### src/rtl/jserial_alu.sv
// Bit-serial ADD/CMP unit: one full-adder/comparator slice walks both operands
// LSB first, one bit per clock, with a start/done handshake.
module jserial_alu #(
    parameter int WIDTH = 8
) (
    input  logic             clk,
    input  logic             reset,
    input  logic             start,
    input  logic             mode,
    input  logic [WIDTH-1:0] a,
    input  logic [WIDTH-1:0] b,
    input  logic             ci,
    output logic             busy,
    output logic             done,
    output logic [WIDTH-1:0] sum,
    output logic             co,
    output logic             eq,
    output logic             alarger
);

    localparam int CW = $clog2(WIDTH);
    localparam logic [CW-1:0] LAST_BIT = CW'(WIDTH - 1);

    typedef enum logic [1:0] {
        IDLE = 2'd0,
        RUN  = 2'd1,
        DONE = 2'd2
    } state_t;

    state_t           state_reg, state_next;
    logic [CW-1:0]    cnt_reg;
    logic [WIDTH-1:0] a_reg, b_reg, res_reg;
    logic             mode_reg, carry_reg, eq_reg, gt_reg;

    logic             a_bit, b_bit, diff_bit, sum_bit;
    logic             carry_next, eq_next, gt_next;
    logic [WIDTH-1:0] res_next;
    logic             last_bit;

    // Carry is forced to 0 in CMP, so the same XOR yields a^b there.
    always_comb begin
        a_bit      = a_reg[cnt_reg];
        b_bit      = b_reg[cnt_reg];
        diff_bit   = a_bit ^ b_bit;
        sum_bit    = diff_bit ^ carry_reg;
        carry_next = mode_reg ? 1'b0
                   : ((a_bit & b_bit) | (a_bit & carry_reg) | (b_bit & carry_reg));
        eq_next    = diff_bit ? 1'b0  : eq_reg;
        gt_next    = diff_bit ? a_bit : gt_reg;
        last_bit   = (cnt_reg == LAST_BIT);
    end

    // Result shifts right; the newest sum bit enters at the MSB.
    for (genvar gi = 0; gi < WIDTH; gi++) begin : g_res
        if (gi == WIDTH - 1) begin : g_top
            assign res_next[gi] = sum_bit;
        end else begin : g_shift
            assign res_next[gi] = res_reg[gi+1];
        end
    end

    always_comb begin
        state_next = state_reg;
        case (state_reg)
            IDLE:    if (start) state_next = RUN;
            RUN:     if (last_bit) state_next = DONE;
            DONE:    state_next = IDLE;
            default: state_next = IDLE;
        endcase
    end

    always_ff @(posedge clk) begin
        if (reset) state_reg <= IDLE;
        else       state_reg <= state_next;
    end

    assign busy = (state_reg == RUN);
    assign done = (state_reg == DONE);

    always_ff @(posedge clk) begin
        if (reset) begin
            cnt_reg   <= '0;
            a_reg     <= '0;
            b_reg     <= '0;
            res_reg   <= '0;
            mode_reg  <= 1'b0;
            carry_reg <= 1'b0;
            eq_reg    <= 1'b0;
            gt_reg    <= 1'b0;
            sum       <= '0;
            co        <= 1'b0;
            eq        <= 1'b0;
            alarger   <= 1'b0;
        end else begin
            case (state_reg)
                IDLE: begin
                    if (start) begin
                        a_reg     <= a;
                        b_reg     <= b;
                        mode_reg  <= mode;
                        carry_reg <= mode ? 1'b0 : ci;
                        cnt_reg   <= '0;
                        res_reg   <= '0;
                        eq_reg    <= 1'b1;
                        gt_reg    <= 1'b0;
                    end
                end
                RUN: begin
                    res_reg   <= res_next;
                    carry_reg <= carry_next;
                    eq_reg    <= eq_next;
                    gt_reg    <= gt_next;
                    if (last_bit) begin
                        sum     <= res_next;
                        co      <= carry_next;
                        eq      <= eq_next;
                        alarger <= gt_next;
                    end else begin
                        cnt_reg <= cnt_reg + 1'b1;
                    end
                end
                default: ;
            endcase
        end
    end

endmodule

### config.mk
export PLATFORM = sky130hd
export DESIGN_NAME = jserial_alu
export DESIGN_NICKNAME = d
export VERILOG_FILES = /design/src/rtl/jserial_alu.sv
export SDC_FILE = /design/constraint.sdc
export NUM_CORES = 1
export LEC_CHECK = 0
export CAP_MARGIN = 10
export CORE_MARGIN = 8
export CORE_UTILIZATION = 40
export DETAILED_ROUTE_END_ITERATION = 8
export PLACE_DENSITY = 0.66
export SYNTH_ARGS = -nofsm -noshare
export SYNTH_HDL_FRONTEND = slang
export SYNTH_SLANG_ARGS = --single-unit
### constraint.sdc
create_clock -name clk -period 2.1 [get_ports clk]
set_input_delay 0.42 -clock clk [delete_from_list [all_inputs] [get_ports clk]]
set_output_delay 0.42 -clock clk [all_outputs]
set_load 0.01 [all_outputs]
==> run summary <==
status: finished clean
Sw Ratio: 22.71%
clock power share: 37.0%
worst skew pair latency: 0.29 ns
Die ar.: 6881 um^2
Num CTS Buffers: 5
gr ovfl total: 0
leading post-synthesis cells by cell area: dfxtp_1, nand2_1, a21oi_1
detailed-router iteration count before antenna repair: 4
# placed instances: 282
Initial Utilization: 41.46%
Internal: 1291 uW
antenna-violating nets left: 0
Post-synth EDFFs: 0
Yosys reg bits: 43
Post-synth top cells: nand2_1, dfxtp_1, a21oi_1, nor2_1, buf_2
Area after DPL: 2201 um^2
Worst EP arrival: 1.60 ns
I/O pin total: 34
Mapped Nets: 225
post-synthesis sequential area ratio: 48.01%
DIE WIDTH: 82.95 um
fmax: 495.8 MHz
port bufs: 33
Main synth FF type: dfxtp_1
Via Count: 1469
CTS tree: done
Total Nets Final: 262
final RePlAce weighted congestion: 0.7951
fin area: 2338 um^2
Post-Syn Area: 1793 um^2
Non-Filler Instances: 289
routed wire length: 3989 um
vias in the first global route: 1458
initial antenna violation count: 0
CTS sink cnt: 43
cell taking the most area after synthesis: dfxtp_1
DP HPWL: 2853 um
# setup viols final: 0
CP Launch Type: flop
Worst slew margin: 76.58%
Seq pwr share: 51.6%
post-layout min period: 2.017 ns
XOR/XNOR share of the synthesized area: 0%
Synth Instances: 200
Post-CTS Setup Bufs: 0
sw power: 379.2 uW
final hold violations: 0
maxcap violations: 0
FP Rows: 24
Hold Crit Class: flop to flop
largest net degree at the start of global routing: 22
fin util: 54.08%
Cell Pwr Density: 714.1 nW/um^2
Global Route Usage Sum: 11.87%
Post-Synth Simple-Gate Area: 19.89%
area grow syn2layout: 30.43%
CTS root buf: clkbuf_8
RSZ-0062 raised after global routing: false
clock skew: 0.005933 ns
Worst-path clk slew: 0.07 ns
mux contribution to synthesized area: 7.397%
vias per inst: 5.083
count of different cell masters after synthesis: 34
Die H: 82.95 um
combinational cell fraction of total power: 11.4%
Peak VDD IR: 339.1 uV
core area: 4324 um^2
largest family of logic cells by synthesized area: simple AND/OR/NAND/NOR gates
max-slew violations: 0
Clock H-tree levels: 2
Adder-Cell Fraction of Synth Area: 3.210%
Post-synth ARST share: 0%
final worst path period share: 96.05%
Compound-Gate Fraction of Synth Area: 16.33%
Worst Tran Pin Value: 0.3505 ns
worst path required time: 1.68 ns
flop-to-flop setup slack: 0.09 ns
setup_tns: 0 ns
Starting DRT DRC Count: 43
Setup crit end kind: primary output
ANT cells: 0
drt wl/cell: 13.80 um
Avg Inst Size Synth: 8.965 um^2
most frequent cell after synthesis: nand2_1
largest buffer count on any clock path: 2
Ys Warns: 0
first-pass GRT wire length: 6831 um
CTS hold repair buffers: 0
Setup CP Type: flop to primary output
drt drc: 0
CP Max Fanout: 10
Synth top area share: 48.01%
leak pwr: 0.0008342 uW
share of cells above drive strength 1: 12.24%
[timing repair]
item,CTS,global route
cloned,0,0
setup endpoints to repair,5,4
pin swaps,0,0
gates resized for setup,2,5
[cell families (layout without fill, tap and decap cells)]
kind of cell,after synthesis,after routing
buf+inv,20,57
compound gates,48,48
fa+ha+maj,4,4
mux,7,7
flops,43,43
simple gates,78,78
[metal layers]
layer	routed length (um)	GRT usage [%]	part of all wire [%]
met4	76	6.709	1.9
met5	0	0	0
met3	162	3.613	4.1
met2	1789	18.25	45
met1	1961	14.29	49
[worst paths after layout]
path / endpoint / cells after the start / startpoint
setup / recovery: busy / 3 / state_reg[1]
hold / removal: sum[5] / 2 / sum[5]
setup reg to reg: alarger / 6 / cnt_reg[0]
hold reg to reg: sum[5] / 2 / sum[5]
[cell type report]
cell class / instances / area, um^2
multi-input combinational: 137 / 869.6
timing repair buffer: 44 / 412.9
sequential: 43 / 865.8
inverter: 6 / 22.52
fill: 432 / 1986
clock inverter: 1 / 30.03
tap: 52 / 65.06
clock buffer: 6 / 72.57
[cells in the final DEF, fill, tap and decap left out, types with 2 or more instances in the layout]
cell / Yosys / routed
a211oi_1: 2 / 2
a21oi_1: 31 / 31
a22oi_1: 6 / 6
buf_4: 0 / 11
clkbuf_8: 0 / 5
clkdlybuf4s50_1: 0 / 33
dfxtp_1: 43 / 41
ha_1: 3 / 2
inv_1: 5 / 5
mux2i_4: 1 / 2
mux4_2: 4 / 4
nand2_1: 52 / 52
nand2b_1: 3 / 3
nand3b_1: 2 / 2
nor2_1: 10 / 10
nor2b_1: 3 / 3
o211ai_1: 3 / 3
[power by group through the flow]
stage	Sequential [uW]	Combinational, uW	Clock, uW
global placement	880	183	0
CTS	862	185	632
floorplan	872	117	0
global route	865	212	663
detailed placement	881	184	0
finish	861	191	618
[per-stage QoR]
step	hold WS (ns)	setup slack, ns	total power (uW)
3_5_place_dp	0.4495	-0.08512	1065
6_report	0.4551	0.08299	1670
2_1_floorplan	0.4316	0.1021	988.5
3_3_place_gp	0.4457	-0.04106	1063
5_1_grt	0.4781	0.02441	1741
4_1_cts	0.4605	0.02033	1679
[worst max-delay path, stage by stage, from the launching register on]
cell and delay, ns:
dfxtp_2 0.44, nand2b_1 0.25, clkinv_1 0.12, clkdlybuf4s50_1 0.49
Power figures use the tool's default switching activity.
==> RTL edit 1 (same settings) <==
The parameter `WIDTH` goes from 8 to 16.
--- a/src/rtl/jserial_alu.sv
+++ b/src/rtl/jserial_alu.sv
@@ -3,3 +3,3 @@
 module jserial_alu #(
-    parameter int WIDTH = 8
+    parameter int WIDTH = 16
 ) (
Interface: changed (resized a, b and sum); port bits go from 34 to 58. The function was not compared with the original's and may differ.
==> RTL edit 1 against the original RTL <==
- the run now ends with negative setup slack left
- final area rose by 67%
- global-route usage grew 0.89 points
- sequential cell count grew 33
- utilization is 0.20 points higher
- setup slack worse by 250 ps
- sequential power up 77%
- wire length grew 58%
- power grew 68%
- synthesized area rose by 64%
- clock skew rose by 7.4 ps
- register-to-register slack lost 260 ps
- largest cell class is now flip-flops and latches
- highest routed layer unchanged
==> RTL edit 1: results (changes against the original RTL) <==
* Largest net degree at the start of global routing at 62 (+180%)
* Max Fanout on Critical Path at 5 (-5)
* Ys async rst share at 0% (unchanged)
* Peak supply drop at 0.364 mV (+7.2%)
* Total CTS buffers at 9 (+4)
* Vias in the first global route at 2,407 (+65%)
* Failing checks: negative setup slack
* Final HPWL DP at 4430 um (+55%)
* Layout cells sized above 1 at 13.5% (+1.2 points)
* Finish-stage setup viols at 7 (+7)
* First-pass GRT wire length at 10,500 um (+54%)
* Critical path arrival at 2470 ps (+870 ps)
* Final WL at 6310 um (+58%)
* Register area share after synthesis at 51.8% (+3.8 points)
* Worst slew pin tran at 1020 ps (+666 ps)
* TNS Setup at -730 ps (-730 ps)
* Mapped Nets at 371 (+65%)
* Outcome: finished, violations left
* Final setup skew at 13.3 ps (+7.38 ps)
* Final worst slack at -169 ps (-252 ps)
* Gp weighted congestion at 0.752 (-5.5%)
* Vias per inst at 4.86 (-4.4%)
* Pre-CTS setup slack at -250 ps (-165 ps)
* Cell leakage power at 0.00141 uW (+69%)
* Port bufs at 57 (+73%)
* Crit-path leading delay family: multiplexers
* Slowest library cell on the worst path: mux4_2
* Met3 GRT Util at 3.78% (+0.17 points)
* Grt met1 use at 13.5% (-0.78 points)
* Gr usage total at 12.8% (+0.89 points)
* H-tree levels at 3 (+1)
* Commonest cells post-synth: 102 x nand2_1, 76 x dfxtp_1, 57 x a21oi_1
-- RTL edit 1: cell types whose count changed in the layout (fill, tap and decap cells not counted), sizes merged, moves of 4 or more --
cell,unedited run,this run
nor3,0,4
nand2,52,102
buf,11,21
clkdlybuf4s50,33,56
a22o,0,16
nor2,10,6
a22oi,6,0
nand3,1,9
a21oi,31,57
dfxtp,43,76
-- RTL edit 1: cell families after synthesis --
family | after synthesis | share of synthesized area, %
and+or+nand+nor | 132 | 18.6
AOI/OAI and AO/OA | 81 | 16.6
DFF | 76 | 51.8
buffers and inverters | 26 | 3.66
muxes | 11 | 7.24
adders and majority gates | 3 | 1.53
xor gates and xnor gates | 2 | 0.596
-- RTL edit 1: repair_timing --
item                                    in CTS  in global routing
endpoints found under the setup margin       9                  9
setup buffers                                2                  0
gates resized for setup                      1                  3
pin swaps                                    1                  1
-- RTL edit 1: per-stage QoR --
stage          cells  total power, uW  cell area [um^2]
2_1_floorplan    331             1730              2960
3_3_place_gp     482             1850              3690
3_5_place_dp     482             1860              3690
4_1_cts          500             2830              3880
5_1_grt          500             2930              3890
6_report         500             2810              3890
-- RTL edit 1: area by class of cell --
type | count | area, um^2
Inverter | 3 | 13.8
Multi-Input combinational cell | 229 | 1330
Sequential cell | 76 | 1530
Fill cell | 692 | 3280
Clock buffer | 9 | 124
Clock inverter | 7 | 50.0
Timing Repair Buffer | 77 | 728
Tap cell | 99 | 124
-- RTL edit 1: tightest hold or removal path, stage by stage (launching register included) --
cell and delay (ps):
dfxtp_1 310, nand2_1 50, a21oi_1 50
-- RTL edit 1: report_power, final --
part / total (uW) / switching (uW) / internal (uW)
clock: 974 / 542 / 432
combinational: 312 / 149 / 163
sequential: 1520 / 31.0 / 1490
total: 2810 / 722 / 2080
-- RTL edit 1: final timing paths --
kind / slack (ps) / start / cells past startpoint / endpoint
worst max-delay path: -170 / cnt_reg[0]$_SDFFE_PP0P_ / 6 / carry_reg$_SDFFE_PP0P_
worst min-delay path: 450 / a_reg[15]$_SDFFE_PP0P_ / 2 / a_reg[15]$_SDFFE_PP0P_
worst max register to register: -170 / cnt_reg[0]$_SDFFE_PP0P_ / 6 / carry_reg$_SDFFE_PP0P_
worst min register to register: 450 / a_reg[15]$_SDFFE_PP0P_ / 2 / a_reg[15]$_SDFFE_PP0P_
-- RTL edit 1: metal layers --
layer | wire (um) | vias up
met2 | 3200 | 49
met4 | 55 | 0
met3 | 329 | 6
met1 | 2720 | 1116
met5 | 0 | -
li1 | - | 1258
==> RTL edit 2 (same settings) <==
Without the edit above. Reset style: asynchronous (`reset`), changed in 2 clocked blocks.
--- a/src/rtl/jserial_alu.sv
+++ b/src/rtl/jserial_alu.sv
@@ -71,3 +71,3 @@
 
-    always_ff @(posedge clk) begin
+    always_ff @(posedge clk or posedge reset) begin
         if (reset) state_reg <= IDLE;
@@ -79,3 +79,3 @@
 
-    always_ff @(posedge clk) begin
+    always_ff @(posedge clk or posedge reset) begin
         if (reset) begin
Behaviour: differs if reset is asserted again (counterexample within 4 cycles, from zero or initial values and one cycle with reset high); with reset held inactive, the same outputs for 10 cycles.
==> RTL edit 2 against the original RTL <==
- die area is 3.9% higher
- critical path depth up 4
- wire length shrank 12%
- sequential cell count did not move
- hold slack better by 30 ps
- final area rose by 4.2%
- synthesized area is 4.9% higher
- setup slack better by 70 ps
- count of clock-buffer cells in the layout unchanged
- critical path type is now flip-flop to flip-flop
- largest cell class is now flip-flops and latches
Power is not compared: it rests on default switching activity, and its combinational part moved more than twofold at a synthesized area within 25%.
==> RTL edit 2: results (changes against the original RTL) <==
* Outcome: completed
* Met3 GRT Util at 4.49% (+0.87 points)
* Compound-Gate Fraction of Synth Area at 5.92% (-10 points)
* Critical path arrival at 2170 ps (+570 ps)
* Slowest library cell on the worst path: fa_1
* Hold_sp: eq_reg$_DFFE_PP0P_
* Grt met1 use at 12.3% (-2.0 points)
* Commonest cells post-synth: 43 x dfrtp_1, 19 x nand2_1, 18 x mux2_1
* Area share of fa/ha/maj cells after synthesis at 3.06% (-0.15 points)
* Final WL at 3530 um (-12%)
* R2R setup slack at 150 ps (+60 ps)
* Yosys cell types at 33 (-2.9%)
* Worst slew pin tran at 527 ps (+176 ps)
* Met1 wire length at 1580 um (-20%)
* Gp weighted congestion at 0.742 (-6.7%)
* Register area share after synthesis at 57.2% (+9.2 points)
* Top cells by area, synth: dfrtp_1 57%, mux2_1 11%, mux2_2 4.2%
* Wire per inst at 14.6 um (+5.6%)
* Vias in the first global route at 1,323 (-9.3%)
* Min Hold Slack at 485 ps (+30.3 ps)
* Routed wl met2 at 1660 um (-7.4%)
* RR Endpoint: carry_reg$_DFFE_PP0P_
* Max Fanout on Critical Path at 4 (-6)
* Layout cells sized above 1 at 15.4% (+3.2 points)
* Largest net degree at the start of global routing at 44 (+100%)
* Final setup skew at 5.49 ps (-0.446 ps)
* First-pass GRT wire length at 6200 um (-9.2%)
* Hold Path End: eq_reg$_DFFE_PP0P_
* Pre-CTS setup slack at 78.4 ps (+164 ps)
* Syn avg cell area at 12.8 um^2 (+43%)
* R2r worst-path depth at 7 (+1)
* Hold Crit Depth at 1 (-1)
* Max incr delay on CP at 470 ps (-20 ps)
* Gr usage total at 10.6% (-1.2 points)
* Cell Count Post-Placement at 234 (-17%)
* CP Launch Point: cnt_reg[0]$_DFFE_PP0P_
* Crit-path leading delay family: simple AND/OR/NAND/NOR gates
* Mapped Nets at 172 (-24%)
* Tmin final at 1950 ps (-70.2 ps)
* Cell Area, Placed at 2290 um^2 (+4.2%)
* Initial DRC count at 63 (+47%)
* Ys async rst share at 100% (+100 points)
* Met3 wire len at 258 um (+59%)
* DR vias at 1,221 (-17%)
* Nets@finish at 212 (-19%)
==> RTL edit 2: cell count changes in the layout (fill, tap and decap cells not counted), moves of 7 or more <==
cell     delta
dfrtp_1    +43
dfxtp_1    -41
nand2_1    -33
a21oi_1    -30
mux2_1     +18
o21ai_1     +9
mux2_2      +7
==> RTL edit 2: power groups by stage <==
stage	Sequential, uW	Clock (uW)	Combinational, uW
floorplan	1450	0	1100
global placement	1460	0	1570
detailed placement	1470	0	1640
CTS	1460	674	1640
global route	1510	721	1910
finish	1450	651	1730
==> RTL edit 2: timing repair <==
item | CTS | global route
hold endpoints to repair | 0 | 0
resized for setup | 0 | 4
endpoints found under the setup margin | 0 | 3
==> RTL edit 2: final cells by class <==
cell class	count	area (um^2)	share of cell area, %
tap	54	67.6	2.77
multi-input combinational	90	753	30.9
timing repair buffer	39	390	16.0
clock inverter	2	35.0	1.44
clock buffer	6	82.6	3.39
inverter	8	32.5	1.33
sequential	43	1080	44.1
